--- src/rtl/fu_pkg.sv ---
// Shared definitions for the FU dispatch controllers: default widths and the
// controller FSM state encoding.
package fu_pkg;
  localparam int FU_DATA_WIDTH = 32;
  localparam int FU_TAG_WIDTH  = 6;

  typedef enum logic [1:0] {
    S_IDLE  = 2'd0,
    S_ISSUE = 2'd1,
    S_WAIT  = 2'd2,
    S_WB    = 2'd3
  } state_e;
endpackage

--- src/rtl/fu_dispatch_ctrl_if.sv ---
// Bundles the issue, FU and writeback sides of one dispatch controller.
// master = the controller, slave = everything around it.
interface fu_dispatch_ctrl_if import fu_pkg::*; #(
  parameter int DATA_WIDTH = FU_DATA_WIDTH,
  parameter int TAG_WIDTH  = FU_TAG_WIDTH
);
  logic                  in_valid;
  logic                  in_ready;
  logic [TAG_WIDTH-1:0]  in_tag;
  logic [DATA_WIDTH-1:0] in_op0;
  logic [DATA_WIDTH-1:0] in_op1;
  logic                  fu_ce;
  logic [DATA_WIDTH-1:0] fu_data_0;
  logic [DATA_WIDTH-1:0] fu_data_1;
  logic                  fu_idle;
  logic                  fu_done;
  logic [DATA_WIDTH-1:0] fu_result;
  logic                  wb_valid;
  logic                  wb_ready;
  logic [TAG_WIDTH-1:0]  wb_tag;
  logic [DATA_WIDTH-1:0] wb_result;
  logic                  wb_error;
  logic                  busy;

  modport master (
    input  in_valid, in_tag, in_op0, in_op1, fu_idle, fu_done, fu_result, wb_ready,
    output in_ready, fu_ce, fu_data_0, fu_data_1, wb_valid, wb_tag, wb_result, wb_error, busy
  );

  modport slave (
    output in_valid, in_tag, in_op0, in_op1, fu_idle, fu_done, fu_result, wb_ready,
    input  in_ready, fu_ce, fu_data_0, fu_data_1, wb_valid, wb_tag, wb_result, wb_error, busy
  );
endinterface

--- src/rtl/fu_watchdog.sv ---
// Saturating cycle counter that flags an FU which has been waited on for
// TIMEOUT cycles without completing.
module fu_watchdog #(
  parameter int TIMEOUT = 16
) (
  input  logic clk,
  input  logic rst,
  input  logic clear,
  input  logic enable,
  output logic expired
);
  localparam int CW = $clog2(TIMEOUT) + 1;

  logic [CW-1:0] count;

  always_ff @(posedge clk or posedge rst) begin
    if (rst)
      count <= '0;
    else if (clear)
      count <= '0;
    else if (enable && (count != {CW{1'b1}}))
      count <= count + 1'b1;
  end

  assign expired = (count == CW'(TIMEOUT - 1));
endmodule

--- src/rtl/fu_dispatch_ctrl.sv ---
// Initiator side of the FU ce/idle/done protocol: accepts one op, strobes the FU,
// waits for done (or watchdog expiry) and presents the result to writeback.
module fu_dispatch_ctrl import fu_pkg::*; #(
  parameter int DATA_WIDTH = FU_DATA_WIDTH,
  parameter int TAG_WIDTH  = FU_TAG_WIDTH,
  parameter int TIMEOUT    = 16
) (
  input logic               clk,
  input logic               rst,
  fu_dispatch_ctrl_if.master bus
);
  state_e                state, state_nxt;
  logic                  in_ready;
  logic                  accept;
  logic                  expired;
  logic [TAG_WIDTH-1:0]  tag_q;
  logic [DATA_WIDTH-1:0] op0_q, op1_q, result_q;
  logic                  error_q;

  always_ff @(posedge clk or posedge rst) begin
    if (rst) state <= S_IDLE;
    else     state <= state_nxt;
  end

  // WB can hand straight over to ISSUE when a new op is waiting at the handshake.
  always_comb begin
    state_nxt = state;
    in_ready  = 1'b0;
    case (state)
      S_IDLE: begin
        in_ready = bus.fu_idle;
        if (bus.in_valid && bus.fu_idle) state_nxt = S_ISSUE;
      end
      S_ISSUE: state_nxt = S_WAIT;
      S_WAIT: begin
        if (bus.fu_done || expired) state_nxt = S_WB;
      end
      S_WB: begin
        in_ready = bus.wb_ready && bus.fu_idle;
        if (bus.wb_ready) state_nxt = (bus.in_valid && bus.fu_idle) ? S_ISSUE : S_IDLE;
      end
      default: state_nxt = S_IDLE;
    endcase
  end

  assign accept = bus.in_valid && in_ready;

  // Done takes priority over a coinciding watchdog expiry.
  always_ff @(posedge clk or posedge rst) begin
    if (rst) begin
      tag_q    <= '0;
      op0_q    <= '0;
      op1_q    <= '0;
      result_q <= '0;
      error_q  <= 1'b0;
    end else begin
      if (accept) begin
        tag_q <= bus.in_tag;
        op0_q <= bus.in_op0;
        op1_q <= bus.in_op1;
      end
      if (state == S_WAIT) begin
        if (bus.fu_done) begin
          result_q <= bus.fu_result;
          error_q  <= 1'b0;
        end else if (expired) begin
          result_q <= '0;
          error_q  <= 1'b1;
        end
      end
    end
  end

  fu_watchdog #(.TIMEOUT(TIMEOUT)) u_watchdog (
    .clk     (clk),
    .rst     (rst),
    .clear   (state == S_ISSUE),
    .enable  (state == S_WAIT),
    .expired (expired)
  );

  assign bus.in_ready  = in_ready;
  assign bus.fu_ce     = (state == S_ISSUE);
  assign bus.fu_data_0 = op0_q;
  assign bus.fu_data_1 = op1_q;
  assign bus.wb_valid  = (state == S_WB);
  assign bus.wb_tag    = tag_q;
  assign bus.wb_result = result_q;
  assign bus.wb_error  = error_q;
  assign bus.busy      = (state != S_IDLE);
endmodule
--- src/flat_wrapper.sv ---
// flat-port wrapper written by rule: the top's interface ports become plain ports
module fu_dispatch_ctrl_flat import fu_pkg::*;
#(
  parameter int DATA_WIDTH = FU_DATA_WIDTH,
  parameter int TAG_WIDTH  = FU_TAG_WIDTH,
  parameter int TIMEOUT    = 16
)
  (clk, rst, bus_in_valid, bus_in_tag, bus_in_op0, bus_in_op1, bus_fu_idle, bus_fu_done, bus_fu_result, bus_wb_ready, bus_in_ready, bus_fu_ce, bus_fu_data_0, bus_fu_data_1, bus_wb_valid, bus_wb_tag, bus_wb_result, bus_wb_error, bus_busy);
  fu_dispatch_ctrl_if #(.DATA_WIDTH(DATA_WIDTH), .TAG_WIDTH(TAG_WIDTH)) bus_i ();
  input logic clk;
  input logic rst;
  input wire logic [$bits(bus_i.in_valid)-1:0] bus_in_valid;
  input wire logic [$bits(bus_i.in_tag)-1:0] bus_in_tag;
  input wire logic [$bits(bus_i.in_op0)-1:0] bus_in_op0;
  input wire logic [$bits(bus_i.in_op1)-1:0] bus_in_op1;
  input wire logic [$bits(bus_i.fu_idle)-1:0] bus_fu_idle;
  input wire logic [$bits(bus_i.fu_done)-1:0] bus_fu_done;
  input wire logic [$bits(bus_i.fu_result)-1:0] bus_fu_result;
  input wire logic [$bits(bus_i.wb_ready)-1:0] bus_wb_ready;
  output wire logic [$bits(bus_i.in_ready)-1:0] bus_in_ready;
  output wire logic [$bits(bus_i.fu_ce)-1:0] bus_fu_ce;
  output wire logic [$bits(bus_i.fu_data_0)-1:0] bus_fu_data_0;
  output wire logic [$bits(bus_i.fu_data_1)-1:0] bus_fu_data_1;
  output wire logic [$bits(bus_i.wb_valid)-1:0] bus_wb_valid;
  output wire logic [$bits(bus_i.wb_tag)-1:0] bus_wb_tag;
  output wire logic [$bits(bus_i.wb_result)-1:0] bus_wb_result;
  output wire logic [$bits(bus_i.wb_error)-1:0] bus_wb_error;
  output wire logic [$bits(bus_i.busy)-1:0] bus_busy;
  assign bus_i.in_valid = bus_in_valid;
  assign bus_i.in_tag = bus_in_tag;
  assign bus_i.in_op0 = bus_in_op0;
  assign bus_i.in_op1 = bus_in_op1;
  assign bus_i.fu_idle = bus_fu_idle;
  assign bus_i.fu_done = bus_fu_done;
  assign bus_i.fu_result = bus_fu_result;
  assign bus_i.wb_ready = bus_wb_ready;
  assign bus_in_ready = bus_i.in_ready;
  assign bus_fu_ce = bus_i.fu_ce;
  assign bus_fu_data_0 = bus_i.fu_data_0;
  assign bus_fu_data_1 = bus_i.fu_data_1;
  assign bus_wb_valid = bus_i.wb_valid;
  assign bus_wb_tag = bus_i.wb_tag;
  assign bus_wb_result = bus_i.wb_result;
  assign bus_wb_error = bus_i.wb_error;
  assign bus_busy = bus_i.busy;
  fu_dispatch_ctrl #(.DATA_WIDTH(DATA_WIDTH), .TAG_WIDTH(TAG_WIDTH), .TIMEOUT(TIMEOUT)) u_core (.clk(clk), .rst(rst), .bus(bus_i));
endmodule
--- config.mk ---
export PLATFORM = sky130hd
export DESIGN_NAME = fu_dispatch_ctrl_flat
export DESIGN_NICKNAME = d
export VERILOG_FILES = /design/src/rtl/fu_pkg.sv /design/src/rtl/fu_dispatch_ctrl_if.sv /design/src/rtl/fu_watchdog.sv /design/src/rtl/fu_dispatch_ctrl.sv /design/src/flat_wrapper.sv
export SDC_FILE = /design/constraint.sdc
export NUM_CORES = 1
export LEC_CHECK = 0
export BUFFER_PORTS_ARGS = -buffer_cell sky130_fd_sc_hd__buf_4
export CAP_MARGIN = 20
export CORE_UTILIZATION = 40
export DETAILED_ROUTE_END_ITERATION = 8
export PLACE_DENSITY = 0.72
export SYNTH_ARGS = -nofsm -noshare
export SYNTH_HDL_FRONTEND = slang
export SYNTH_HIERARCHICAL = 1
export SYNTH_SLANG_ARGS = --single-unit
--- constraint.sdc ---
create_clock -name clk -period 5.6 [get_ports clk]
set_clock_uncertainty 0.05 [all_clocks]
set_input_delay 1.4 -clock clk [delete_from_list [all_inputs] [get_ports clk]]
set_output_delay 1.4 -clock clk [all_outputs]
set_load 0.01 [all_outputs]
After elaboration in Yosys (flattened, before gate mapping) --
Index checks and enable logic that the tools add are counted.
Storage, ports and cells: register bits 110, bits of input ports 108, output and inout port bits 107, logic and storage cells 39
Cells by class: $add $sub $neg 1, eq/ne operators 8, muxes and demuxes 12, reductions and logical operators 11
Operators with widths (number):
- 2-to-1 mux 32 bit | 2
- 2-to-1 mux 5 bit | 2
- case mux 2 bit (4 select lines) | 1
- 2-to-1 mux 2 bit | 3
- nonzero test 2 bit | 3
- adder 5 x 1 -> 5 bit, second input constant | 1
- == test 5 x 4 -> 1 bit, second input constant | 1
- inequality test 5 bit, second input constant | 1
- == test 2 bit, second input constant | 2
- logical AND 1 bit | 4
- inequality test 2 x 1 -> 1 bit, second input constant | 2
- 2-to-1 mux 1 bit | 3
- AND reduction 3 bit | 1
- == test 2 x 1 -> 1 bit, second input constant | 1
- logical NOT 2 bit | 1
- inequality test 2 bit, second input constant | 1
- case mux 1 bit (2 select lines) | 1
- AND reduction 2 bit | 1
- logical OR 1 bit | 1

Logic depth before layout (Yosys ltp) --
depth in word-level cells 4, gate-level depth with buffers 7, mapped depth without buffers 6

Hierarchy --
The synthesis kept the hierarchy.
Modules (own cells, without submodules):
- fu_dispatch_ctrl | times used 1, cells each 306, area an instance 4107.7 sq um, sequential area each 2627.5 sq um
- fu_watchdog | times used 1, cells each 25, area an instance 276.5 sq um, sequential area each 125.1 sq um

Worst setup path before layout --
No wires, ideal clock.
path kind input-to-output, start input bus_wb_ready, end output bus_in_ready, arrival time 1821 ps, required time 4150 ps, slack 2329 ps, cell stages on the path 2, buffers on the path 0, cell sequence a21oi_1 > nor3b_1
Between the ends: word-level cells in the longest chain between the ends 2
Ends and longest elaborated chain:
- start, declared | line flat_wrapper.sv:19 | input wire logic [$bits(bus_i.wb_ready)-1:0] bus_wb_ready;
- logical AND 1 bit | line fu_dispatch_ctrl.sv:39 | in_ready = bus.wb_ready && bus.fu_idle;
- case mux 1 bit (2 select lines) | line fu_dispatch_ctrl.sv:29 | case (state)
- end, declared | line flat_wrapper.sv:20 | output wire logic [$bits(bus_i.in_ready)-1:0] bus_in_ready;
No other way between the ends.

Worst setup path after layout --
Same ends and word-level chain as after synthesis.

==> metrics <==
# resized after CTS=0; Area Growth Syn to Fin=43.3%; critical path data required time=roughly 4.2 ns; Slew Limit Fails=0; Final WS setup=about 2.1 ns; CTS Buffer Depth=2; CTS tree=done; drt total wl=10000 um; P_leak=3.22 nW; placed cells=between 600 and 700; Crit Path Category=input port to primary output; Yosys reg bits=between 100 and 150; Mapped Cells=roughly 330; Core Util, Final=roughly three fifths; RePlAce Congestion=between 0.7 and 0.8; Vias/cell=4.69; Clk Latency, worst-skew pair=between 0.3 and 0.4 ns; H-tree Lvls=3; maximum clock rate=roughly 0.29 GHz; vias after detailed routing=roughly 3200; Layout Cells excl Fill=slightly below 700; Max VDD drop=about 280 uV; sequential share of power=roughly two fifths; hold violation count in the final report=0; post-DP HPWL=7400 um; Mapped Area=4380 um2; critical path fanouts, max=2; Tmin final=3.47 ns; setup TNS=0 ns; RSZ-0062 raised after global routing=false; Final setup viols=0; root buf cell=clkbuf_8; Hold Path Depth=2; I/O Buffers=approximately 210; Routed Antenna Nets=0; R2R depth=5; Worst Hold Endpoint=u_core/bus.wb_result[0]; vias in the first global route=~3200; ANT cells=0; reg2reg end=u_core/bus.fu_data_0[31]; initial cell density of the core=between 40% and 50%; total power=around 3.3 mW; synth unique cells=33; largest net degree at the start of global routing=71; CTS Hold Buffers Added=0; fraction of layout cells with a size suffix above 1=roughly 55%; Final #Nets=around 660; core area=~10000 um2; Chip Height=~110 um; status=finished, final reports clean; Min-Delay Path Class=register to register; Synth Warn #=6; CTS sink cnt=110; Clock power frac=between 10 and 15%; io pins=215; Rel. slew slack=between 40% and 50%; chip width=between 100 and 150 um; num rows=37; initial antenna violation count=0; pre-CTS WS=roughly 2.1 ns; WL/cell=14.7 um; worst slew pin tran=between 0.8 and 0.9 ns; first-pass iteration count of the detailed router=4; Logic pwr share=between 40 and 50%; maxcap violations=0; Critical Path Sink Type=primary output; Pint=approximately 2.2 mW; Power per Cell Area=between 500 and 600 nW/um2; final global-route overflow total=0; RR Startpoint=u_core/state[0]; gr usage total=roughly 18%; first-pass GRT wire length=~16000 um; period utilization=61.9%; DR DRC count=0; syn_nets=447; Worst Setup Start Kind=input port; Worst-path clk slew=around 0.090 ns; Avg Cell Area, Syn=between 10 and 15 um2; Die ar.=between 10000 and 15000 um2; hold_ws=~0.42 ns; placed cell area=6080 um2; CP Data Arrival Time=slightly above 2 ns; sw frac=~33%; Post CTS Setup Buffer Count=0; DRT iter0 DRCs=~150; CTS Buf Count=9; final instance area=6280 um2; Switch Pwr=around 1.1 mW; post-synthesis sequential area ratio=between 60% and 70%; reg-to-reg slack, setup=~3.2 ns; hold wc startpoint=u_core/bus.wb_result[0]
[critical path, cell delays in order]
cell and delay [ns]:
buf_4 0.11, a21oi_1 0.26, nor3b_1 0.09, buf_4 0.15
[placed cells by master, fill, tap and decap left out, drive strengths merged]
| cell type | count |
|---|---|
| ha | 8 |
| nor3b | 2 |
| and2b | 1 |
| nand3 | 28 |
| nor3 | 2 |
| nand4 | 1 |
| nor2b | 2 |
| clkbuf | 14 |
| and3 | 1 |
| inv | 6 |
| a21oi | 1 |
| xnor2 | 1 |
| a21boi | 1 |
| a32o | 4 |
| dfrtp | 110 |
| buf | 218 |
| nand2 | 58 |
| xor2 | 1 |
| nor4 | 1 |
| nand3b | 1 |
| a2bb2oi | 1 |
| mux2 | 72 |
| nor2 | 6 |
| clkinv | 2 |
| o21ai | 2 |
| a311oi | 1 |
| mux2i | 1 |
| a211oi | 1 |
[kinds of logic (layout without fill, tap and decap cells)]
| group | count (synthesis) | after routing | synth area share [%] |
|---|---|---|---|
| DFF | 110 | 110 | 62.8 |
| and+or+nand+nor | 103 | 103 | 10.7 |
| muxes | 73 | 73 | 18.7 |
| buffers and inverters | 24 | 240 | 3.08 |
| AOI/OAI and AO/OA | 11 | 11 | 2.00 |
| adders and majority gates | 8 | 8 | 2.28 |
| xor gates and xnor gates | 2 | 2 | 0.400 |
[cells in the mapped netlist]
library cell,instances,area [um2]
nand3b_1,1,7.51
a32o_1,4,40.0
and2b_1,1,7.51
and3_1,1,6.26
nor4_1,1,6.26
o21ai_0,1,5.00
mux2_1,7,78.8
nor2_1,6,22.5
buf_6,4,45.0
a21boi_0,1,7.51
clkbuf_1,8,30.0
dfrtp_1,110,2750
nor2b_4,1,13.8
buf_2,3,15.0
a21oi_1,1,5.00
mux2i_1,1,10.0
nand4_1,1,6.26
a211oi_1,1,7.51
nand3_1,28,140
nor2b_1,1,6.26
nand2_1,58,218
mux2_2,65,732
xor2_1,1,8.76
nor3_1,1,5.00
buf_4,3,22.5
a2bb2oi_1,1,8.76
ha_1,8,100
o21ai_1,1,5.00
a311oi_1,1,8.76
xnor2_1,1,8.76
inv_1,6,22.5
nor3b_1,2,15.0
nor3_4,1,16.3
[sequential cells by signal (all words and copies together), names as in the netlist]
name / cells
u_core/bus.fu_data_0: 32
u_core/bus.fu_data_1: 32
u_core/bus.wb_result: 32
u_core/bus.wb_tag: 6
u_core/u_watchdog/count: 5
u_core/state: 2
u_core/bus.wb_error: 1
[power groups by stage]
stage	logic [mW]	clock network, mW	registers (mW)
6_report	1.50	0.459	1.38
5_1_grt	1.63	0.513	1.43
4_1_cts	1.53	0.480	1.38
3_5_place_dp	1.53	0	1.39
3_3_place_gp	1.50	0	1.38
2_1_floorplan	0.592	0	1.55
[cell type report]
type | instances | area [um2]
Multi-Input combinational cell | 197 | 1500
Inverter | 6 | 25.0
Timing Repair Buffer | 218 | 1640
Fill cell | 893 | 4180
Clock inverter | 2 | 13.8
Sequential cell | 110 | 2750
Tap cell | 136 | 170
Clock buffer | 14 | 183
[worst max path at each step]
| stage | from | to | cells past startpoint |
|---|---|---|---|
| finish | bus_wb_ready | bus_in_ready | 4 |
| global route | bus_wb_ready | bus_in_ready | 4 |
| CTS | bus_wb_ready | bus_in_ready | 4 |
| detailed placement | bus_wb_ready | bus_in_ready | 4 |
| global placement | bus_wb_ready | bus_in_ready | 4 |
| floorplan | rst | u_core/bus.fu_data_0[0] | 1 |
[routing by layer]
layer | global-route usage [%] | share of wire [%] | wire length, um | vias to the layer above
met3 | 3.40 | 7.1 | 714 | 13
met5 | 0 | 0 | 0 | -
met1 | 22.8 | 42 | 4180 | 1520
met4 | 6.85 | 1.7 | 166 | 0
li1 | - | - | - | 1544
met2 | 30.5 | 49 | 4960 | 126
(Power assumes the default switching activity.)
